<file path="config.mk">
export PLATFORM = sky130hd
export DESIGN_NAME = bsc
export DESIGN_NICKNAME = d
export VERILOG_FILES = /design/src/rtl/bsc.sv
export SDC_FILE = /design/constraint.sdc
export NUM_CORES = 1
export LEC_CHECK = 0
export CORE_AREA = 2 2 39 41
export CTS_BUF_LIST = sky130_fd_sc_hd__clkbuf_4
export CTS_CLUSTER_SIZE = 10
export DETAILED_ROUTE_END_ITERATION = 10
export DIE_AREA = 0 0 41 43
export RECOVER_POWER = 25
export SETUP_SLACK_MARGIN = 0.05
export SYNTH_ARGS = -nofsm -noshare
export SYNTH_HDL_FRONTEND = slang
export SYNTH_SLANG_ARGS = --single-unit
export TNS_END_PERCENT = 5
</file>
<file path="constraint.sdc">
create_clock -name clk -period 1.3 [get_ports clk]
set_input_delay 0.195 -clock clk [delete_from_list [all_inputs] [get_ports clk]]
set_output_delay 0.195 -clock clk [all_outputs]
set_load 0.02 [all_outputs]
</file>
<file path="src/rtl/bsc.sv">
// Shift-register clock strobe generator.
// Emits a registered one-cycle srClock pulse every DIV clk cycles while
// transEn is high. The pulse fires on the edge where the pre-edge count
// equals PHASE, so the first pulse lands PHASE+1 enabled edges after the
// counter starts from zero. Dropping transEn or asserting rst clears the
// count, so a restart never inherits a partial period.
module bsc #(
    parameter int DIV   = 16,
    parameter int PHASE = 15
) (
    input  logic clk,
    input  logic rst,
    input  logic transEn,
    output logic srClock
);

    localparam int CNT_W = ($clog2(DIV) < 1) ? 1 : $clog2(DIV);
    localparam logic [CNT_W-1:0] CNT_LAST  = CNT_W'(DIV - 1);
    localparam logic [CNT_W-1:0] CNT_PHASE = CNT_W'(PHASE);

    logic [CNT_W-1:0] r_cnt;
    logic             r_sr_clock;
    logic             w_cnt_wrap;
    logic             w_phase_hit;

    // Terminal-count and phase compares on the pre-edge count.
    always_comb begin
        w_cnt_wrap  = (r_cnt == CNT_LAST);
        w_phase_hit = (r_cnt == CNT_PHASE);
    end

    // Counter and strobe: reset beats disable, disable beats counting.
    always_ff @(posedge clk) begin
        if (!rst) begin
            r_cnt      <= '0;
            r_sr_clock <= 1'b0;
        end else if (!transEn) begin
            r_cnt      <= '0;
            r_sr_clock <= 1'b0;
        end else begin
            r_cnt      <= w_cnt_wrap ? '0 : r_cnt + 1'b1;
            r_sr_clock <= w_phase_hit;
        end
    end

    assign srClock = r_sr_clock;

endmodule

</file>
==> results.cfg, run 1 <==
[global_routing]
gr-total-overflow = 0
grt_pass1_vias = 115
antenna_found_initial = 0
grt_usage = 0.0482
grt_max_degree = 4
grt_pass1_wl_um = 414

[sta]
slew_headroom = 0.865
setup_violations = 0
timing.fmax_ghz = 0.956
min_period_ps = 1050
worst_pin_slew_ps = 204
setup_slack_ps = 254
slew_violations = 0
setup_tns_ps = 0
rsz0062_at_grt = no
fin_crit_sh = 0.805
clock-skew-final_ps = 2.16
hold_viol_final = 0

[setup_path]
critPathBufInv = 1
arrival_ps = 850
cp_cell_sequence = dlygate4sd2_1
slowest_delay_ps = 320
crit_type = flop to output pin
critPathRequiredTime_ps = 1110
critical-path-top-delay-family = buffers and inverters
crit_fanout = 1
r2r_slack_ps = 330
crit_cells = 1
r2r-end = r_cnt[3]$_SDFF_PP0_
critPathLaunchType = flop
end_kind = output pin
worstReg2RegStart = r_cnt[0]$_SDFF_PP0_
slowest_stage = dlygate4sd2_1
r2r_cells = 4

[logic_synthesis]
yosysSeqAreaShare = 0.576
yosys_warnings = 0
synth-seq-cells = 5
avgSynthCellArea_um2 = 9.66
ys_types = 9
syn_nets = 22
syn-cell-area_um2 = 174
syn-instance-count = 18

[power_and_ir_drop]
ir_drop_mv = 0.202
p_per_area_nw_per_um2 = 1470
cellLeakagePower_nw = 0.104
fin_total_pwr_mw = 0.371

[worst_hold_path]
min_to = r_cnt[0]$_SDFF_PP0_
min_path_cells = 1
hold_path_class = flop to flop
holdCritStartpoint = r_cnt[0]$_SDFF_PP0_

[placed_design]
placed_area_um2 = 224
place_congestion = 0.587
place_inst = 37
dp_hpwl_um = 210
port_buffers = 3
dp_slack_ps = 234

[drt]
first_iter_violations = 1
wl_per_cell_um = 6.88
vias_per_cell = 3.17
dr.pass1.iters = 2
via_count = 130
drtAntennaViolNets = 0
finalWirelength_um = 282
drc = 0

[clocking]
ctsHoldBuffers = 0
cts_buffers = 3
path_clk_slew_ps = 40
insertion_delay_ps = 240
htree_levels = 1
numClockSinks = 5
clockBufferDepth = 2
root_buffer = clkbuf_4
cts_tree = built

[floorplanning]
rows = 14
design.core.area_um2 = 1380
die_area_um2 = 1760
die_width_um = 41
ios = 4
die_y_um = 43
initial_utilization = 0.126

[final_layout]
layout_common_cells = 5 x dfxtp_1, 4 x nor2_1, 4 x clkbuf_4
finalNonFillerCells = 41
drive_above_1_share = 0.200
layout_commonest_cell = dfxtp_1
final_nets = 30
antenna_cells = 0
syn2layout_area_growth_pct = 45.3
finalInstanceArea_um2 = 253
nFillCells = 160

[run_status]
outcome = finished, final reports clean

[job]
maxCapViolations = 0
[flip-flops by register name, summed over array words and instances, names as in the netlist]
name and cells:
r_cnt 4, srClock 1
[cell usage after synthesis]
cell     count  area [um2]
xnor2_1      1        8.76
inv_1        1        3.75
nand2_1      1        3.75
nor2_1       4        15.0
nor2_2       1        6.26
ha_1         1        12.5
dfxtp_1      5         100
nand3_1      3        15.0
xor2_1       1        8.76
[metal layers]
metal | part of all wire | up-vias | track usage
met4 | 0 | 0 | 0.100
met1 | 0.40 | 54 | 0.0386
met3 | 0.13 | 0 | 0.0471
met2 | 0.46 | 4 | 0.0375
met5 | 0 | - | 0
li1 | - | 72 | -
[power breakdown]
group | leakage [nW] | switching (mW) | internal [mW]
Combinational | 0.0451 | 0.00589 | 0.00812
Sequential | 0.0406 | 0.00202 | 0.157
Clock | 0.0184 | 0.0613 | 0.137
Total | 0.104 | 0.0692 | 0.302
[logic make-up after synthesis]
group                      Yosys count  synth area share
xor gates and xnor gates             2             0.101
adders and majority gates            1            0.0719
buffers and inverters                1            0.0216
DFF                                  5             0.576
and+or+nand+nor                      9             0.230
[worst max-delay path by stage]
stage / from / end / slack [ps]
finish: srClock$_SDFF_PN0_ / srClock / 250
detailed placement: srClock$_SDFF_PN0_ / srClock / 230
global placement: srClock$_SDFF_PN0_ / srClock / 240
CTS: srClock$_SDFF_PN0_ / srClock / 240
floorplan: r_cnt[0]$_SDFF_PP0_ / r_cnt[3]$_SDFF_PP0_ / 410
global route: srClock$_SDFF_PN0_ / srClock / 210
[final cells by class]
type	instances	area (um2)	share of cell area
repair buffers	3	28.8	0.114
well taps	16	20.0	0.0792
flip-flops and latches	5	100	0.396
inverters	1	3.75	0.0149
clock buffers	4	30.0	0.119
multi-input cells	12	70.1	0.277
[stage by stage]
stage                     utilization  hold WS, ps
after floorplan                     -          337
after global placement          0.162          434
after detailed placement        0.162          441
after CTS                       0.183          449
after global routing            0.183          472
final                           0.183          448
[what timing repair did]
action,4_1_cts,5_1_grt
buffers inserted,0,0
gates resized for setup,1,0
setup endpoints to repair,1,0
Note: power is estimated with default switching activity, not from simulation.
==> run 2, diff against run 1 <==
Clock period 1.3 ns to 0.9 ns, I/O delays scaled along.
==> results.cfg, run 2 (synthesis gave the netlist of run 1 again) <==
[clocking]
root_buffer = clkbuf_4
ctsHoldBuffers = 0
insertion_delay_ps = 250
numClockSinks = 5
cts_tree = built
clockBufferDepth = 2
path_clk_slew_ps = 40
post-cts-setup-buffer-count = 0
htree_levels = 1
cts_buffers = 3

[floorplanning]
die_area_um2 = 1760
die_y_um = 43
die_width_um = 41
ios = 4
design.core.area_um2 = 1380
initial_utilization = 0.126
rows = 14

[power_and_ir_drop]
ir_drop_mv = 0.573
power_switching_mw = 0.115
p_per_area_nw_per_um2 = 1790
internal_power_mw = 0.445
p_clk_frac = 0.527
cellLeakagePower_nw = 0.109
switching_share = 0.206
combPwrFrac = 0.058
fin_total_pwr_mw = 0.560
pwr-share-seq = 0.415

[sta]
timing.fmax_ghz = 1.20
hold_viol_final = 0
slew_headroom = 0.872
worst_pin_slew_ps = 192
fin_crit_sh = 0.923
setup_tns_ps = 0
setup_slack_ps = 69.1
clock-skew-final_ps = 3.06
slew_violations = 0
rsz0062_at_grt = yes
min_period_ps = 831
setup_violations = 0

[drt]
drtAntennaViolNets = 0
vias_per_cell = 3.43
drc = 0
finalWirelength_um = 335
via_count = 144
first_iter_violations = 0
dr.pass1.iters = 1
wl_per_cell_um = 7.98

[final_layout]
nFillCells = 150
final_nets = 31
layout_commonest_cell = clkbuf_4
layout_common_cells = 4 x clkbuf_4, 3 x nor2_1, 3 x dfxtp_2
drive_above_1_share = 0.615
syn2layout_area_growth_pct = 79.9
antenna_cells = 0
seq_area_um2 = 104
largest_reg_flops = 4
multi_input_area_um2 = 123
finalInstanceArea_um2 = 313
largest_register = r_cnt

[worst_hold_path]
hold_path_class = flop to flop

[run_status]
outcome = finished, final reports clean

[global_routing]
gr-total-overflow = 0
grt_pass1_wl_um = 586
grt_usage = 0.0642
antenna_found_initial = 0
grt_max_degree = 4
grt_pass1_vias = 157

[placed_design]
placed_area_um2 = 244
place_congestion = 0.620
dp_slack_ps = -104
port_buffers = 3

[setup_path]
critical-path-top-delay-family = flip-flops
slowest_delay_ps = 350
critPathLaunchType = flop
slowest_stage = dfxtp_2
cp_common_cell = nand3_4
end_kind = flop
critPathBufInv = 0
crit_type = flop to flop
critPathRequiredTime_ps = 1040
crit_fanout = 3
cp_cell_sequence = ha_4, nand3_4, nand3_4, nor2_1
arrival_ps = 970

[job]
maxCapViolations = 0
==> run 2: cell types whose count changed in the layout (fill, tap and decap cells not counted), moves of 2 or more <==
cell and change:
dfxtp_1 -3, dfxtp_2 +3, nand3_1 -3, nand3_4 +2
==> run 2: layout make-up <==
| type | count | share of cell area |
|---|---|---|
| repair buffers | 4 | 0.104 |
| inverters | 1 | 0.0120 |
| multi-input cells | 12 | 0.392 |
| well taps | 16 | 0.0640 |
| clock buffers | 4 | 0.0960 |
| flip-flops and latches | 5 | 0.332 |
==> run 2: path summary, 6_finish.rpt <==
kind	start	to	slack, ps	cells past startpoint
setup reg to reg	r_cnt[1]$_SDFF_PP0_	r_cnt[1]$_SDFF_PP0_	70	4
hold / removal	r_cnt[3]$_SDFF_PP0_	srClock$_SDFF_PN0_	520	2
setup / recovery	r_cnt[1]$_SDFF_PP0_	r_cnt[1]$_SDFF_PP0_	70	4
hold reg to reg	r_cnt[3]$_SDFF_PP0_	srClock$_SDFF_PN0_	520	2
==> run 2: through the flow <==
stage                     cells  utilization  hold WS [ps]
final                        42        0.226           520
after global routing         42        0.226           539
after CTS                    42        0.203           482
after detailed placement     38        0.176           480
after global placement       38        0.176           476
after floorplan              18            -           277
==> run 2: layer usage <==
metal	track usage	wire (um)	vias to the layer above	part of all wire
li1	-	-	73	-
met1	0.0353	113	64	0.34
met2	0.0813	160	5	0.48
met3	0.0942	47	2	0.14
met4	0.0600	13	0	0.039
met5	0	0	-	0
==> run 2: repair_timing <==
action / in CTS / in global routing
pin swaps: 2 / 1
cloned: 0 / 0
endpoints found under the setup margin: 4 / 4
gates resized for setup: 7 / 6
==> run 2: worst reg2reg max path, stage by stage (launching register included) <==
cell and delay, ps:
dfxtp_2 350, ha_4 160, nand3_4 80, nand3_4 90, nor2_1 40
==> run 2: power groups by stage <==
stage          sequential [mW]  combinational [mW]  clock (mW)
2_1_floorplan            0.233              0.0101           0
3_3_place_gp             0.233              0.0261           0
3_5_place_dp             0.233              0.0270           0
4_1_cts                  0.232              0.0284       0.304
5_1_grt                  0.232              0.0372       0.328
6_report                 0.232              0.0326       0.295
==> run 3, diff against run 2 <==
Settings changed: HOLD_SLACK_MARGIN from default to 0.12.
==> results of run 3 <==
The final DEF is identical to that of run 2; final timing and power are the same.
